==> src/rtl/count_step_decoder.sv <==
// Step estimator for a signed 8-bit counter stream: recovers the per-sample
// increment (modulo 256), declares lock after LOCK_N equal steps and flags breaks.
module count_step_decoder #(
  parameter int LOCK_N = 4
) (
  input  logic       CLK,
  input  logic       RST,
  input  logic       Clear,
  input  logic       Sample_En,
  input  logic [7:0] Count_In,
  output logic [7:0] Step_Out,
  output logic       Step_Valid,
  output logic       Locked,
  output logic [7:0] Locked_Step,
  output logic       Step_Err
);

  typedef enum logic [1:0] {
    S_IDLE   = 2'd0,
    S_TRACK  = 2'd1,
    S_LOCKED = 2'd2
  } state_t;

  localparam logic [3:0] LOCK_RUN = 4'(LOCK_N);

  state_t     state_reg, state_next;
  logic [7:0] prev_reg, prev_next;
  logic [7:0] last_diff_reg, last_diff_next;
  logic [3:0] run_reg, run_next;
  logic [7:0] step_out_reg, step_out_next;
  logic       step_valid_reg, step_valid_next;
  logic       locked_reg, locked_next;
  logic [7:0] locked_step_reg, locked_step_next;
  logic       step_err_reg, step_err_next;

  logic [7:0] diff;
  logic [3:0] run_inc;

  // Unsigned 8-bit subtraction wraps naturally; reading the result as
  // two's complement gives the signed step, including -128.
  assign diff = Count_In - prev_reg;

  always_comb begin
    run_inc = 4'd1;
    if (run_reg != 4'd0 && diff == last_diff_reg) begin
      if (run_reg >= LOCK_RUN) begin
        run_inc = LOCK_RUN;
      end else begin
        run_inc = run_reg + 4'd1;
      end
    end
  end

  always_ff @(posedge CLK or posedge RST) begin
    if (RST) begin
      state_reg       <= S_IDLE;
      prev_reg        <= 8'd0;
      last_diff_reg   <= 8'd0;
      run_reg         <= 4'd0;
      step_out_reg    <= 8'd0;
      step_valid_reg  <= 1'b0;
      locked_reg      <= 1'b0;
      locked_step_reg <= 8'd0;
      step_err_reg    <= 1'b0;
    end else begin
      state_reg       <= state_next;
      prev_reg        <= prev_next;
      last_diff_reg   <= last_diff_next;
      run_reg         <= run_next;
      step_out_reg    <= step_out_next;
      step_valid_reg  <= step_valid_next;
      locked_reg      <= locked_next;
      locked_step_reg <= locked_step_next;
      step_err_reg    <= step_err_next;
    end
  end

  always_comb begin
    state_next       = state_reg;
    prev_next        = prev_reg;
    last_diff_next   = last_diff_reg;
    run_next         = run_reg;
    step_out_next    = step_out_reg;
    step_valid_next  = 1'b0;
    locked_next      = locked_reg;
    locked_step_next = locked_step_reg;
    step_err_next    = 1'b0;

    if (Clear) begin
      // A sample coinciding with Clear is dropped; step history is kept.
      state_next  = S_IDLE;
      run_next    = 4'd0;
      locked_next = 1'b0;
    end else if (Sample_En) begin
      case (state_reg)
        S_IDLE: begin
          prev_next  = Count_In;
          run_next   = 4'd0;
          state_next = S_TRACK;
        end
        S_TRACK: begin
          prev_next       = Count_In;
          step_out_next   = diff;
          step_valid_next = 1'b1;
          run_next        = run_inc;
          last_diff_next  = diff;
          if (run_inc == LOCK_RUN) begin
            state_next       = S_LOCKED;
            locked_next      = 1'b1;
            locked_step_next = diff;
          end
        end
        S_LOCKED: begin
          prev_next       = Count_In;
          step_out_next   = diff;
          step_valid_next = 1'b1;
          if (diff != locked_step_reg) begin
            step_err_next  = 1'b1;
            locked_next    = 1'b0;
            state_next     = S_TRACK;
            run_next       = 4'd1;
            last_diff_next = diff;
          end
        end
        default: begin
          state_next = S_IDLE;
          run_next   = 4'd0;
        end
      endcase
    end
  end

  assign Step_Out    = step_out_reg;
  assign Step_Valid  = step_valid_reg;
  assign Locked      = locked_reg;
  assign Locked_Step = locked_step_reg;
  assign Step_Err    = step_err_reg;

endmodule

==> config.mk <==
export PLATFORM = sky130hd
export DESIGN_NAME = count_step_decoder
export DESIGN_NICKNAME = d
export VERILOG_FILES = /design/src/rtl/count_step_decoder.sv
export SDC_FILE = /design/constraint.sdc
export NUM_CORES = 1
export LEC_CHECK = 0
export ABC_CLOCK_PERIOD_IN_PS = 5080
export CAP_MARGIN = 20
export CORE_UTILIZATION = 50
export CTS_BUF_LIST = sky130_fd_sc_hd__clkbuf_8 sky130_fd_sc_hd__clkbuf_16
export CTS_CLUSTER_DIAMETER = 30
export DETAILED_ROUTE_END_ITERATION = 7
export GPL_TIMING_DRIVEN = 0
export HOLD_SLACK_MARGIN = 0.05
export PLACE_DENSITY = 0.72
export SYNTH_ARGS = -nofsm -noshare
export SYNTH_HDL_FRONTEND = slang
export SYNTH_SLANG_ARGS = --single-unit
==> constraint.sdc <==
create_clock -name CLK -period 5.08 [get_ports CLK]
set_input_delay 0.508 -clock CLK [delete_from_list [all_inputs] [get_ports CLK]]
set_output_delay 0.508 -clock CLK [all_outputs]
set_load 0.01 [all_outputs]
# Yosys cells after proc, flatten, opt, wreduce, memory -nomap -nowiden
# Index checks and enable logic that the tools add are counted.
[classes] n_addsub=2 magnitude_cmp=1 eq_ne=8 mux=25 bitwise=1 reduce_logical=15
[op_table] op="4-bit two-way mux" n=5
[op_table] op="8-bit one-hot mux with 2 select lines" n=1
[op_table] op="4-bit AND reduction" n=3
[op_table] op="1-bit two-way mux" n=11
[op_table] op="3-bit AND reduction" n=3
[op_table] op="8-bit == test" n=1
[op_table] op="2-bit two-way mux" n=4
[op_table] op="8-bit two-way mux" n=1
[op_table] op="8-bit != test" n=1
[op_table] op="4-bit one-hot mux with 2 select lines" n=1
[op_table] op="8-bit subtractor" n=1
[op_table] op="3-bit != test, second input constant" n=2
[op_table] op="2-bit one-hot mux with 3 select lines" n=1
[op_table] op="4-bit by 1-bit adder with 4-bit output, second input constant" n=1
[op_table] op="4-bit by 3-bit == test with 1-bit output, second input constant" n=1
[op_table] op="4-bit by 3-bit >= comparator with 1-bit output, second input constant" n=1
[op_table] op="2-bit nonzero test" n=2
[op_table] op="4-bit nonzero test" n=1
[op_table] op="3-bit nonzero test" n=1
[op_table] op="3-bit OR reduction" n=1
[op_table] op="2-bit by 1-bit == test with 1-bit output, second input constant" n=1
[op_table] op="2-bit == test, second input constant" n=1
[op_table] op="2-bit zero test" n=1
[op_table] op="2-bit != test, second input constant" n=1
[op_table] op="other kinds (5)" n=5
[word_totals] reg_bits=41 in_bits=12 output_inout_bits=19 elab_cells=61

# Logic depth before layout (Yosys ltp)
[depth] depth_word=9 depth_mapped=12 depth_no_buf=11

# Least setup slack after synthesis
# OpenSTA, ideal clock, no wires.
[synth_path] kind="in2reg" from="in Count_In[0]" to="reg locked_step_reg[1] (netlist: Locked_Step[1])" setup_ns=0.125 arrival_time_ns=3.642 required_ns=4.955 path_slack_ns=1.313 cell_stages=12 path_buffers=1 cell_sequence="inv_1 -> ha_1 -> inv_1 -> fa_1 -> a21o_2 -> a221oi_4 -> xnor3_1 -> or4_4 -> or3_4 -> or3_4 -> buf_6 -> mux2_4"
[synth_between] elab_chain_len=6
[synth_rtl] item="start: declaration" line_no="10" rtl="input logic [7:0] Count_In,"
[synth_rtl] item="8-bit subtractor *" line_no="41" rtl="assign diff = Count_In - prev_reg;"
[synth_rtl] item="8-bit == test" line_no="45" rtl="if (run_reg != 4'd0 && diff == last_diff_reg) begin"
[synth_rtl] item="1-bit logical AND" line_no="45"
[synth_rtl] item="4-bit two-way mux" line_no="45"
[synth_rtl] item="4-bit by 3-bit == test with 1-bit output" line_no="107" rtl="if (run_inc == LOCK_RUN) begin"
[synth_rtl] item="4-bit AND reduction (no line)"
[synth_rtl] item="end signal: assignment" line_no="73" rtl="locked_step_reg <= locked_step_next;"
[synth_rtl] item="end: declaration" line_no="33" rtl="logic [7:0] locked_step_reg, locked_step_next;"
# Every way passes the cells marked *; elsewhere a longest branch is shown, timed or not.
# A chain may end at the register's enable or synchronous reset.

# Final worst setup path
[layout_path] from="in Count_In[0]" to="reg locked_step_reg[2] (netlist: Locked_Step[2])"
# The elaborated chain is that of the path after synthesis.

==> flow_summary.html <==
<table>
<tr><th>Metric</th><th>Value</th></tr>
<tr><th colspan="2">Logic synthesis</th></tr>
<tr><td>Adder-cell share of the synthesized area</td><td>7.31%</td></tr>
<tr><td>Synthesized area per cell</td><td>between 10 and 15 sq um</td></tr>
<tr><td>Multiplexer area fraction after synthesis</td><td>around 9.6%</td></tr>
<tr><td>Gate Count Post-Synth</td><td>between 200 and 300</td></tr>
<tr><td>Fraction of the mapped netlist area in compound gates</td><td>10.6%</td></tr>
<tr><td>EDFF count, synth</td><td>0</td></tr>
<tr><td>Nets in the synthesized netlist</td><td>around 280</td></tr>
<tr><td>Fraction of the mapped netlist area in simple logic gates</td><td>approximately 17%</td></tr>
<tr><td>Netlist Area Pre-Place</td><td>between 2000 and 3000 sq um</td></tr>
<tr><td>Count of unique library cells instantiated by Yosys</td><td>just under 60</td></tr>
<tr><td>Share of the yosys chip area belonging to registers</td><td>between 30% and 40%</td></tr>
<tr><td>Synth Register Bits</td><td>41</td></tr>
<tr><td>Synth Area in XOR/XNOR</td><td>approximately 11%</td></tr>
<tr><td>Largest family of logic cells by synthesized area</td><td>simple AND/OR/NAND/NOR gates</td></tr>
<tr><td>Count of synthesis-stage warnings from yosys</td><td>0</td></tr>
<tr><td>Share of synthesized registers carrying an async set or reset</td><td>100%</td></tr>
<tr><td>Ys flop type</td><td>dfrtp_1</td></tr>
<tr><th colspan="2">STA</th></tr>
<tr><td>Achievable clock frequency</td><td>approximately 0.25 GHz</td></tr>
<tr><td>Setup TNS</td><td>0 ns</td></tr>
<tr><td>Slew at the pin closest to its max-slew limit</td><td>about 0.86 ns</td></tr>
<tr><td>Worst Skew</td><td>around 0.0093 ns</td></tr>
<tr><td>Setup repair after global routing missed its margin</td><td>false</td></tr>
<tr><td>Share of the cycle needed by the critical path after routing</td><td>between 70% and 80%</td></tr>
<tr><td>Max Transition Viols Final</td><td>0</td></tr>
<tr><td>Fin. Hold Viols</td><td>0</td></tr>
<tr><td>Rel. slew slack</td><td>42.5%</td></tr>
<tr><td>Setup violation total in the final timing report</td><td>0</td></tr>
<tr><td>Minimum clock period after layout</td><td>roughly 4 ns</td></tr>
<tr><th colspan="2">Global routing</th></tr>
<tr><td>M1 GR Usage</td><td>29.0%</td></tr>
<tr><td>Global-route wire length before repair</td><td>8.58 mm</td></tr>
<tr><td>Global-route track usage on met3</td><td>~4.0%</td></tr>
<tr><td>Number of global-route vias before repair</td><td>~1800</td></tr>
<tr><td>Total overflow reported by the global router</td><td>0</td></tr>
<tr><td>Pin count of the biggest net entering global routing</td><td>42</td></tr>
<tr><td>GRT Max-Usage Layer</td><td>met2</td></tr>
<tr><td>Initial antenna violation count</td><td>0</td></tr>
<tr><td>Global routing usage summed across all routing layers</td><td>between 20% and 30%</td></tr>
<tr><td>Met2 routing resource usage after global routing</td><td>31.5%</td></tr>
<tr><th colspan="2">Setup path</th></tr>
<tr><td>Start-to-end type of the worst setup path</td><td>in -&gt; reg</td></tr>
<tr><td>Kind of end point of the critical path</td><td>flop</td></tr>
<tr><td>Startpoint kind of the worst setup timing path</td><td>primary input</td></tr>
<tr><td>Maximum net fanout on the critical path</td><td>8</td></tr>
<tr><td>Required time at the endpoint of the critical path</td><td>~5.3 ns</td></tr>
<tr><td>Start of the worst register-to-register path</td><td>prev_reg[0]</td></tr>
<tr><td>CP startpoint</td><td>Count_In[0]</td></tr>
<tr><td>Data arrival at the endpoint of the critical path</td><td>4.24 ns</td></tr>
<tr><th colspan="2">Clock tree</th></tr>
<tr><td>Clock transition at the registers of the reported paths</td><td>0.08 ns</td></tr>
<tr><td>Hold-fix buffers, CTS</td><td>0</td></tr>
<tr><td>Clock H-tree levels</td><td>2</td></tr>
<tr><td>Maximum buffer depth of the clock tree</td><td>2</td></tr>
<tr><td>Clock Latency Late Sink</td><td>just over 0.3 ns</td></tr>
<tr><td>Number of setup buffers added after CTS</td><td>0</td></tr>
<tr><td>Cell at the root of the clock tree</td><td>clkbuf_8</td></tr>
<tr><td>TritonCTS buffer count</td><td>5</td></tr>
<tr><td>PostCTS Resize Cnt</td><td>0</td></tr>
<tr><td># clock sinks</td><td>a little over 40</td></tr>
<tr><td>Clock tree from TritonCTS</td><td>yes</td></tr>
<tr><th colspan="2">Die</th></tr>
<tr><td>Die footprint</td><td>5640 sq um</td></tr>
<tr><td>Overall die width</td><td>~75 microns</td></tr>
<tr><td>IO Count</td><td>31</td></tr>
<tr><td>Core Box Area</td><td>5140 sq um</td></tr>
<tr><td>Effective utilization at floorplan</td><td>between 50 and 60%</td></tr>
<tr><td>Row cnt</td><td>26</td></tr>
<tr><td>Die Y-Extent</td><td>between 70 and 80 microns</td></tr>
<tr><th colspan="2">Finish</th></tr>
<tr><td>Final Non-Filler Cells</td><td>360</td></tr>
<tr><td>Utilization after layout</td><td>61.4%</td></tr>
<tr><td>Total area of sequential cells</td><td>~1000 sq um</td></tr>
<tr><td>Fraction of final layout cells sized beyond drive strength 1</td><td>17.9%</td></tr>
<tr><td>Inserted Diodes</td><td>0</td></tr>
<tr><td>Total area of multi-input combinational cells</td><td>~1500 sq um</td></tr>
<tr><td>Count of nets after finishing</td><td>around 320</td></tr>
<tr><td>Area growth from synthesis to final layout</td><td>18.1%</td></tr>
<tr><td>Number of filler cells placed in the layout</td><td>470</td></tr>
<tr><td>Final instance area</td><td>about 3200 sq um</td></tr>
<tr><th colspan="2">Power</th></tr>
<tr><td>Power, Total</td><td>1.29 mW</td></tr>
<tr><td>Power density normalized to cell area</td><td>~410 nW/um^2</td></tr>
<tr><td>Maximum vdd ir drop</td><td>between 0.2 and 0.25 mV</td></tr>
<tr><td>Reported leakage power</td><td>1.46 nW</td></tr>
<tr><th colspan="2">Worst hold path</th></tr>
<tr><td>Min-delay src</td><td>Step_Out[5]</td></tr>
<tr><td>Class of the worst hold path</td><td>reg -&gt; reg</td></tr>
<tr><th colspan="2">Placement</th></tr>
<tr><td>DP Area</td><td>slightly above 3000 sq um</td></tr>
<tr><td>Port bufs</td><td>30</td></tr>
<tr><td>Total half-perimeter wirelength after legalization and detailed placement</td><td>3.76 mm</td></tr>
<tr><td>Placed Instances</td><td>about 350</td></tr>
<tr><td>Placer congestion estimate</td><td>0.831</td></tr>
<tr><th colspan="2">Detailed routing</th></tr>
<tr><td>Router iterations before antenna repair</td><td>6</td></tr>
<tr><td>Number of violations reported at the end of detailed-routing iteration 0</td><td>100</td></tr>
<tr><td>Total detailed-routing wirelength</td><td>a little over 5 mm</td></tr>
<tr><td>Remaining DRCs</td><td>0</td></tr>
<tr><td>Average wire length per cell after detail routing</td><td>14.3 microns</td></tr>
<tr><td>Routed via count divided by cell count</td><td>approximately 5.3</td></tr>
<tr><td>Count of vias placed by the detailed router</td><td>roughly 1900</td></tr>
<tr><td>Number of routed nets with antenna violations</td><td>0</td></tr>
<tr><th colspan="2">Outcome</th></tr>
<tr><td>Run status</td><td>complete, no violations</td></tr>
<tr><th colspan="2">Run</th></tr>
<tr><td>Count of maximum capacitance violations</td><td>0</td></tr>
</table>
critical path, cell delays in order:
cell and delay [ns]:
clkdlybuf4s50_1 0.41, inv_1 0.08, ha_1 0.14, inv_1 0.04, fa_1 0.40, a21o_2 0.25
a221oi_4 0.35, xnor3_1 0.26, or4_4 0.52, or3_4 0.41, or3_4 0.40, buf_6 0.16
mux2_4 0.30
worst paths after layout:
| path | endpoint | slack [ns] | cells after the start |
|---|---|---|---|
| setup / recovery | Locked_Step[2] | 1.03 | 13 |
| hold / removal | Step_Out[5] | 0.48 | 2 |
| setup reg to reg | Locked_Step[2] | 1.36 | 11 |
| hold reg to reg | Step_Out[5] | 0.48 | 2 |
| max in group asynchronous | Step_Out[7] | 3.84 | 2 |
| min in group asynchronous | prev_reg[6] | 0.70 | 2 |
synth_stat cells, types with 5 or more instances:
cell     number  area share (%)
nand2_1      34             4.8
mux2_4        7             3.9
xnor2_1      12             3.9
nor2_1       18             2.5
ha_1         14             6.6
dfrtp_1      41              38
o21ai_0      12             2.2
xor2_1        5             1.6
inv_1        17             2.4
mux2_2       10             4.2
layout by cell type, fill, tap and decap left out, types with 3 or more instances in the layout:
| cell type | n |
|---|---|
| mux2_2 | 10 |
| dfrtp_1 | 41 |
| nor2b_1 | 4 |
| and2_1 | 3 |
| clkbuf_8 | 6 |
| mux2i_1 | 4 |
| mux2_4 | 7 |
| clkdlybuf4s50_1 | 30 |
| clkbuf_1 | 3 |
| o41ai_1 | 3 |
| nand2b_1 | 4 |
| xor2_1 | 5 |
| ha_1 | 14 |
| nor2_1 | 18 |
| a21oi_1 | 3 |
| o21ai_0 | 12 |
| inv_1 | 16 |
| nand3_1 | 3 |
| xnor2_1 | 12 |
| o211ai_1 | 3 |
| nand2_1 | 34 |
| buf_6 | 4 |
| xnor3_1 | 3 |
final cells by class:
class / instances / area share [%]
plain buffers: 10 / 2.85
clock buffers: 6 / 2.62
clock inverters: 2 / 0.436
inverters: 18 / 2.14
multi-input cells: 183 / 47.1
flip-flops and latches: 41 / 32.5
well taps: 70 / 2.78
repair buffers: 30 / 9.52
cell families after synthesis:
| group | count (synthesis) |
|---|---|
| AND/OR/NAND/NOR | 86 |
| XOR/XNOR | 23 |
| adder cells (fa/ha/maj) | 15 |
| AO/OA/AOI/OAI | 38 |
| multiplexers | 21 |
| buffers and inverters | 28 |
| flip-flops | 41 |
metal layers:
metal | vias to the layer above | routed length [microns]
met5 | - | 0
met3 | 5 | 159
met2 | 35 | 2360
li1 | 939 | -
met4 | 0 | 53
met1 | 912 | 2570
report_power, final:
group | switching [mW] | total (mW) | leakage (nW) | internal, mW
combinational | 0.277 | 0.602 | 0.892 | 0.324
clock | 0.122 | 0.233 | 0.0512 | 0.110
sequential | 0.0492 | 0.459 | 0.520 | 0.410
total | 0.449 | 1.29 | 1.46 | 0.844
per-stage QoR:
step / setup slack, ns / hold slack, ns
CTS: 1.01 / 0.485
global placement: 0.726 / 0.460
global route: 0.911 / 0.509
floorplan: 1.31 / 0.461
detailed placement: 0.707 / 0.465
finish: 1.03 / 0.479
Power figures use the tool's default switching activity.
